==> config.mk <==
export PLATFORM = sky130hd
export DESIGN_NAME = traffic_phase_ctrl
export DESIGN_NICKNAME = d
export VERILOG_FILES = /design/src/rtl/traffic_phase_ctrl.sv
export SDC_FILE = /design/constraint.sdc
export NUM_CORES = 1
export LEC_CHECK = 0
export BUFFER_PORTS_ARGS = -buffer_cell sky130_fd_sc_hd__buf_2
export CAP_MARGIN = 20
export CORE_ASPECT_RATIO = 1.1
export CORE_MARGIN = 4
export CORE_UTILIZATION = 30
export CTS_BUF_LIST = sky130_fd_sc_hd__clkbuf_16
export DETAILED_ROUTE_END_ITERATION = 10
export GPL_TIMING_DRIVEN = 0
export PLACE_DENSITY = 0.45
export SLEW_MARGIN = 20
export SYNTH_ARGS = -nofsm -noshare
export SYNTH_HDL_FRONTEND = slang
export SYNTH_SLANG_ARGS = --single-unit
==> constraint.sdc <==
create_clock -name Clk -period 6.75 [get_ports Clk]
set_input_delay 0 -clock Clk [delete_from_list [all_inputs] [get_ports Clk]]
set_output_delay 0 -clock Clk [all_outputs]
set_load 0.03 [all_outputs]
==> src/rtl/traffic_phase_ctrl.sv <==
// Fixed-cycle traffic phase controller: GREEN -> YELLOW [-> ALLRED] -> next demanded phase.
// Optional all-red clearance state is built only when TL_ALLRED_EN is defined.
module traffic_phase_ctrl #(
    parameter int NUM_PHASES = 4,
    parameter int GREEN_CYC  = 8,
    parameter int YELLOW_CYC = 3,
    parameter int ALLRED_CYC = 1
) (
    input  logic                  Clk,
    input  logic                  Reset,
    input  logic                  tick,
    input  logic                  hold,
    input  logic [NUM_PHASES-1:0] veh_req,
    output logic [NUM_PHASES-1:0] grn,
    output logic [NUM_PHASES-1:0] yel,
    output logic [NUM_PHASES-1:0] red,
    output logic [2:0]            phase_idx,
    output logic                  phase_chg
);

    localparam int IDXW = $clog2(NUM_PHASES);
    localparam logic [7:0] GREEN_INIT  = 8'(GREEN_CYC - 1);
    localparam logic [7:0] YELLOW_INIT = 8'(YELLOW_CYC - 1);
    localparam logic [7:0] ALLRED_INIT = 8'(ALLRED_CYC - 1);
    localparam logic [NUM_PHASES-1:0] PH0_OH = NUM_PHASES'(1'b1);

    if (NUM_PHASES < 2 || NUM_PHASES > 8 || GREEN_CYC < 1 || GREEN_CYC > 255 ||
        YELLOW_CYC < 1 || YELLOW_CYC > 255 || ALLRED_CYC < 1 || ALLRED_CYC > 255) begin : g_param_check
        $error("traffic_phase_ctrl: parameter out of legal range");
    end

`ifdef TL_ALLRED_EN
    typedef enum logic [1:0] {ST_GREEN = 2'd0, ST_YELLOW = 2'd1, ST_ALLRED = 2'd2} state_t;
`else
    typedef enum logic [1:0] {ST_GREEN = 2'd0, ST_YELLOW = 2'd1} state_t;
`endif

    state_t                  state_r;
    state_t                  state_nxt_s;
    logic [7:0]              timer_r;
    logic [7:0]              timer_nxt_s;
    logic [2:0]              phase_r;
    logic [2:0]              phase_nxt_s;
    logic [2:0]              sel_phase_s;
    logic                    chg_nxt_s;
    logic [NUM_PHASES-1:0]   lamp_oh_s;
    logic [NUM_PHASES-1:0]   grn_nxt_s;
    logic [NUM_PHASES-1:0]   yel_nxt_s;
    logic [NUM_PHASES-1:0]   red_nxt_s;

    // Round-robin search from cur+1 wrapping back to cur; no demand at all falls back to cur+1.
    function automatic logic [2:0] next_phase(input logic [2:0] cur, input logic [NUM_PHASES-1:0] req);
        logic [2:0] res;
        logic       found;
        int         idx;
        res   = 3'((int'(cur) + 1) % NUM_PHASES);
        found = 1'b0;
        for (int k = 1; k <= NUM_PHASES; k++) begin
            idx = (int'(cur) + k) % NUM_PHASES;
            if (!found && req[IDXW'(idx)]) begin
                res   = 3'(idx);
                found = 1'b1;
            end else begin
                found = found;
            end
        end
        return res;
    endfunction

    // Next-state, timer and phase selection; hold blocks tick entirely.
    always_comb begin
        state_nxt_s = state_r;
        timer_nxt_s = timer_r;
        phase_nxt_s = phase_r;
        chg_nxt_s   = 1'b0;
        sel_phase_s = next_phase(phase_r, veh_req);
        if (tick && !hold) begin
            if (timer_r != 8'd0) begin
                timer_nxt_s = timer_r - 8'd1;
            end else begin
                case (state_r)
                    ST_GREEN: begin
                        state_nxt_s = ST_YELLOW;
                        timer_nxt_s = YELLOW_INIT;
                    end
`ifdef TL_ALLRED_EN
                    ST_YELLOW: begin
                        state_nxt_s = ST_ALLRED;
                        timer_nxt_s = ALLRED_INIT;
                    end
                    ST_ALLRED: begin
                        state_nxt_s = ST_GREEN;
                        timer_nxt_s = GREEN_INIT;
                        phase_nxt_s = sel_phase_s;
                        chg_nxt_s   = 1'b1;
                    end
`else
                    ST_YELLOW: begin
                        state_nxt_s = ST_GREEN;
                        timer_nxt_s = GREEN_INIT;
                        phase_nxt_s = sel_phase_s;
                        chg_nxt_s   = 1'b1;
                    end
`endif
                    default: begin
                        state_nxt_s = ST_GREEN;
                        timer_nxt_s = GREEN_INIT;
                        phase_nxt_s = 3'd0;
                    end
                endcase
            end
        end else begin
            timer_nxt_s = timer_r;
        end
    end

    // Lamp pattern for the upcoming state; every non-active phase is red.
    always_comb begin
        lamp_oh_s = PH0_OH << phase_nxt_s;
        grn_nxt_s = (state_nxt_s == ST_GREEN)  ? lamp_oh_s : {NUM_PHASES{1'b0}};
        yel_nxt_s = (state_nxt_s == ST_YELLOW) ? lamp_oh_s : {NUM_PHASES{1'b0}};
        red_nxt_s = ~(grn_nxt_s | yel_nxt_s);
    end

    // State, timer, phase and registered lamp outputs.
    always_ff @(posedge Clk or posedge Reset) begin
        if (Reset) begin
            state_r   <= ST_GREEN;
            timer_r   <= GREEN_INIT;
            phase_r   <= 3'd0;
            phase_chg <= 1'b0;
            grn       <= PH0_OH;
            yel       <= {NUM_PHASES{1'b0}};
            red       <= ~PH0_OH;
        end else begin
            state_r   <= state_nxt_s;
            timer_r   <= timer_nxt_s;
            phase_r   <= phase_nxt_s;
            phase_chg <= chg_nxt_s;
            grn       <= grn_nxt_s;
            yel       <= yel_nxt_s;
            red       <= red_nxt_s;
        end
    end

    assign phase_idx = phase_r;

endmodule
# == After elaboration in Yosys (flattened, before gate mapping) ==
# Cells that the tools add are included.
# W data, S select, Z words.
# classes
eq_ne,2
n_mux,31
n_lt_le_gt_ge,4
shift,1
n_bitwise,6
add_sub_neg,5
div,0
n_reduce_logical,15
mul,0
# op_table
operator,n
$mux W3,6
$lt A2 B4 Y1 const B,4
$mux W1,15
$bmux W1 S2,4
$mux W4,2
$mux W8,1
$reduce_bool A8 Y1,1
$reduce_or A2 Y1,4
$sub A8 B1 Y8 const B,1
$pmux W3 S2,1
$add A2 B1 Y2 const B,2
$add A2 B2 Y2 const B,2
$and A1 B1 Y1 const A,4
$eq A2 B1 Y1 const B,2
$logic_and A1 B1 Y1,4
$logic_not A1 Y1,4
$logic_not A2 Y1,2
$mux W2,2
$not A4 Y4,1
$or A4 B4 Y4,1
$shl A1 B3 Y4 const A,1
# word_totals
mem_bits_rw,0
mem_bits_ro,0
reg_bits,26
latch_bits,0
n_memories,0
output_inout_bits,16
wordCells,71

# == Longest topological paths before layout ==
# depth
word_depth,21
ltp_mapped,8
ltp_nobuf,7

# == Least setup slack after synthesis ==
# No wires, ideal clock.
# synth_timing
path_kind,flip-flop to flip-flop
startpoint,"register phase_r[0], in the netlist phase_idx[0]"
endpoint,register red[2]
synth_period_minus_slack_ns,2.357
stages_incl_launch_ff,7
arrival_time_ns,2.280
setup_ns,0.077
t_required_ns,6.673
setup_slack_ns,4.393
path_cell_list,dfrtp_1 buf_2 or3b_1 a211o_1 and4_1 or4_4 a21bo_1
# synth_via
elab_chain_cells,21
elab_cells_between_ends,44
classes_between,4 x add/sub; 1 x shift; 23 x mux; 6 x bitwise; 10 x reduce/logical
# synth_lines
element,line_no,rtl
start: declaration,42,logic [2:0] phase_r;
start signal: assignment,138,phase_r <= phase_nxt_s;
$add A2 B1 Y2,"56, 59",
$bmux W1 S2,60,if (!found && req[IDXW'(idx)]) begin
$mux W1 (not written as such) (2 in a row),60,
$mux W1,60,
$logic_not A1 Y1,60,
$logic_and A1 B1 Y1,60,
$mux W1,60,
$logic_not A1 Y1,60,
[... 5 more ...],--,
$pmux W3 S2,81,case (state_r)
$mux W3,78,if (timer_r != 8'd0) begin
$mux W3 *,77,if (tick && !hold) begin
$shl A1 B3 Y4 *,119,lamp_oh_s = PH0_OH << phase_nxt_s;
"$mux W4, on equally long branches","120, 121",
$or A4 B4 Y4 *,122,red_nxt_s = ~(grn_nxt_s | yel_nxt_s);
$not A4 Y4 *,122,
net red_nxt_s[2],49,logic [NUM_PHASES-1:0] red_nxt_s;
end signal: assignment,134,red <= ~PH0_OH;
end signal: assignment,142,red <= red_nxt_s;
end: declaration,16,"output logic [NUM_PHASES-1:0] red,"
# The timed path passes the listed nets; every way through them passes the cells marked *. The select of a mux whose other input is x is not followed.
# A chain may end at the register's enable or synchronous reset.

# == Final worst setup path ==
# layout_timing
startpoint,register timer_r[3]
endpoint,register red[1]
# layout_via
elab_chain_cells,7
elab_cells_between_ends,12
classes_between,1 x eq/ne; 1 x shift; 6 x mux; 2 x bitwise; 2 x reduce/logical
# layout_lines
element,line_no,rtl
start: declaration,40,logic [7:0] timer_r;
start signal: assignment,137,timer_r <= timer_nxt_s;
$reduce_bool A8 Y1 *,78,
$mux W2 / $mux W3 (equally long branches),78,
$mux W2 / $mux W3 (equally long branches),77,
"$eq A2 B1 Y1, or another cell as far along",121,yel_nxt_s = (state_nxt_s == ST_YELLOW) ? lamp_oh_s : {NUM_PHASES{1'b0}};
"$mux W4, on equally long branches","121, 120",
$or A4 B4 Y4 *,122,
$not A4 Y4 *,122,
net red_nxt_s[1],49,
# The timed path passes the listed nets; every way through them passes the cells marked *.

==> results.txt <==
For this design the top-level I/O count stands at 24. The share of flip-flops with an asynchronous set or reset came out at 100%. The static leakage power is 0.752 nW. IR analysis of the VDD net gives a maximum drop of 99.8 uV.

The number of search-and-repair iterations in the first detailed-routing pass is 5. The end of the worst register-to-register path is red[1]. The number of H-tree branching levels is 1.

The total negative slack came out at 0 ns. Sorting the synthesized cells by how often they occur yields 19 x sky130_fd_sc_hd__dfrtp_1, 12 x sky130_fd_sc_hd__o21ai_0, 10 x sky130_fd_sc_hd__a21oi_1, 10 x sky130_fd_sc_hd__nor2_1, 8 x sky130_fd_sc_hd__nand2_1. The reported max-cap violation count is 0. The count of buffers added by post-CTS timing repair for setup is 0. The count of input and output buffers is 23. The detail route stage leaves a number of antenna-violating nets equal to 0.

CTS saw 26 sinks. Of all cell types, the one taking the most synthesized area is sky130_fd_sc_hd__dfrtp_1. The ratio of routed vias to standard cells came out at 5.00. The path class of the tightest hold or removal check is input pin to flip-flop.

The number of gates resized after CTS came out at 0. TritonCTS built the clock tree. The number of buffers created by CTS is 3. The total length of routed wires is 2990 um. The number of hold-slack violations in the final timing report came to 0.

Setup repair after global routing left no endpoint under its margin. The final routed wire length divided by cell count came out at 13.4 um. The cell at the root of the clock tree is sky130_fd_sc_hd__clkbuf_16. Between clock sinks in the finished design, the worst skew comes to 0.00988 ns.

The clock insertion delay at the later pin of the skew report is 0.26 ns. Combinational logic is responsible for 39.8% of the overall power. The congestion estimate from routability-driven global placement came to 0.715. Summed over all nets, the half-perimeter wirelength after detailed placement is 2280 um. Sequential cells were found to cover 47.1% of the synthesized design area. The count of unresolved DRC violations after routing is 0. The post-synth design cell area came out at 1400 um2. STA classifies the critical path endpoint as a flip-flop.

In the post-synthesis netlist, the cell with the most instances is sky130_fd_sc_hd__dfrtp_1. The multi-input logic area came out at 681 um2. The startpoint identified for the worst register-to-register timing path is timer_r[3]. The sequential power share is 39.0%. For this run, the leading register cell type out of synthesis is sky130_fd_sc_hd__dfrtp_1. The layout cell share with drive strength beyond 1 came out at 28.4%. The internal power component is 382 uW. Global routing used 11.8% of the available tracks. At the placement stage, the worst setup path has a slack of 4.43 ns. The net switching power came out at 235 uW. Synthesis produced 140 cells. The synthesis warning total is 0. The die footprint is 5830 um2.

By area the synthesized netlist is led by sky130_fd_sc_hd__dfrtp_1 34%, sky130_fd_sc_hd__dfstp_2 13%, sky130_fd_sc_hd__o21ai_0 4.3%. The worst hold path begins at tick. The final critical delay including setup and external delays is 2.34 ns. Data on the critical path arrives at its endpoint at 2.52 ns.

The unique cell type count in the Yosys netlist is 45. The area share of the largest cell type after synthesis came out at 33.9%. The areal power density over the cells came out at 365 nW/um2. For hold timing, the worst endpoint is timer_r[0]. The starting density of the core is 31.8%. The transition time of the tightest slew-check pin is 0.469 ns.

The number of nets in the finished design came out at 179. The first-pass GRT wire length came out at 5390 um. The flip-flop and latch area is 659 um2. The post-synthesis register bit count came out at 26. The cell count of the worst reg-to-reg path came out at 6. The setup path with the least slack is of type flip-flop to flip-flop.

The post-layout worst setup margin is 4.41 ns. After floorplanning, the core was divided into 25 placement rows. In this run the worst setup path begins at timer_r[3]. The final clock period utilization by the worst path came out at 34.7%. The maximum number of pins on one net before global-route repair is 27.

Along the worst path, the maximum fanout reaches 7. The maximum clock frequency came out at 427 MHz. The reg-to-reg setup timing slack is 4.41 ns. A synthesized cell averages 10.0 um2.

The proportion of power drawn by the clock network is 21.2%. The total of fill cells in the finished design came out at 448. The total grt overflow is 0. The switching power share of the total came out at 38.1%. The hold-critical path depth came out at 4. The via count of the first global-routing pass came out at 1103. The number of synthesized flops with an enable pin came out at 0. The synthesized net count came out at 149. The area growth from synthesis to layout is 20.4%.

The clock transition time at the flip-flop clock pins of the worst setup and hold paths came out at 0.07 ns. The flow ran to the end, and the final reports show no timing, DRC or antenna violations. The final route contains 1115 vias. The die width is 73.2 um. The violation count after the first detailed-route iteration is 33. The kind of start point of the critical path is a flip-flop. The core region area came out at 4410 um2. The number of buffers on the longest clock path is 2. The initial antenna violation count came to 0. In this run the tightest slew margin relative to its limit is 68.5%. The max-slew violation count came out at 0.

The number of endpoints failing setup at the final stage came out at 0. The number of antenna diodes in the final layout is 0. The vertical die dimension is 79.7 um. The required arrival time at the worst endpoint came out at 6.93 ns.
final cells by class:
class                      count  area share, %
inverter                       7           1.56
buffer                         7           2.08
clock buffer                   3           4.45
tap                           54           4.00
multi-input combinational    100           40.3
timing repair buffer          25           8.30
clock inverter                 1          0.222
sequential                    26           39.1
cell families after synthesis:
kind of cell    after synthesis  synth area share (%)
compound gates               38                  17.3
simple gates                 53                  23.9
flops                        26                  47.1
fa+ha+maj                     1                 0.893
xor+xnor                      4                  2.50
buf+inv                      14                  4.38
mux                           4                  3.93
routing by layer:
layer / vias up / share of wire, % / track usage (%)
li1: 563 / - / -
met1: 518 / 48 / 16.4
met2: 29 / 46 / 17.9
met3: 5 / 3.8 / 1.51
met4: 0 / 2.2 / 5.54
met5: - / 0 / 0
critical path: stages, from the launching register on:
cell,delay (ns)
sky130_fd_sc_hd__dfrtp_1,0.43
sky130_fd_sc_hd__or4_1,0.51
sky130_fd_sc_hd__buf_2,0.18
sky130_fd_sc_hd__nor3_4,0.25
sky130_fd_sc_hd__nand4_4,0.18
sky130_fd_sc_hd__or3_4,0.41
sky130_fd_sc_hd__a211o_1,0.31
cell usage in the layout (no fill, tap or decap), types with 3 or more instances in the layout:
cell                        count
sky130_fd_sc_hd__a211o_1        3
sky130_fd_sc_hd__a21oi_1       10
sky130_fd_sc_hd__and2_1         3
sky130_fd_sc_hd__buf_2         27
sky130_fd_sc_hd__clkbuf_16      3
sky130_fd_sc_hd__dfrtp_1       19
sky130_fd_sc_hd__dfstp_2        7
sky130_fd_sc_hd__inv_1          6
sky130_fd_sc_hd__nand2_1        8
sky130_fd_sc_hd__nand2b_1       5
sky130_fd_sc_hd__nor2_1        10
sky130_fd_sc_hd__nor3_1         3
sky130_fd_sc_hd__o211ai_1       5
sky130_fd_sc_hd__o21ai_0       12
sky130_fd_sc_hd__or3_1          5
sky130_fd_sc_hd__or4_1          3
worst max-delay path by stage:
stage,endpoint,slack (ns),cells past startpoint
floorplan,red[2],4.39,6
global placement,red[1],4.46,6
detailed placement,red[1],4.43,6
CTS,red[1],4.41,6
global route,red[2],4.27,7
finish,red[1],4.41,6
power groups by stage:
stage          sequential [mW]  combinational, mW  clock (mW)
3_3_place_gp             0.242              0.243           0
4_1_cts                  0.241              0.249       0.133
2_1_floorplan            0.281              0.146           0
6_report                 0.240              0.245       0.131
3_5_place_dp             0.243              0.247           0
5_1_grt                  0.248              0.277       0.141
per-stage QoR:
stage | power [mW] | area, um2 | utilization [%] | cells | hold slack (ns)
after floorplan | 0.427 | 1400 | - | 140 | 0.0348
after global placement | 0.485 | 1580 | 35.9 | 217 | 0.253
after detailed placement | 0.490 | 1580 | 35.9 | 217 | 0.273
after CTS | 0.623 | 1670 | 37.9 | 222 | 0.121
after global routing | 0.666 | 1690 | 38.3 | 223 | 0.145
final | 0.617 | 1690 | 38.3 | 223 | 0.124
what timing repair did:
item | in CTS | in global routing
hold buffers | 1 | 0
endpoints found under the hold margin | 11 | 0
setup endpoints to repair | 0 | 0
registers in the layout, indices dropped and copies added (netlist names):
| name | cells |
|---|---|
| state_r | 2 |
| timer_r | 8 |
| phase_idx | 3 |
| phase_chg | 1 |
| red | 4 |
| grn | 4 |
| yel | 4 |
(Power assumes the default switching activity.)
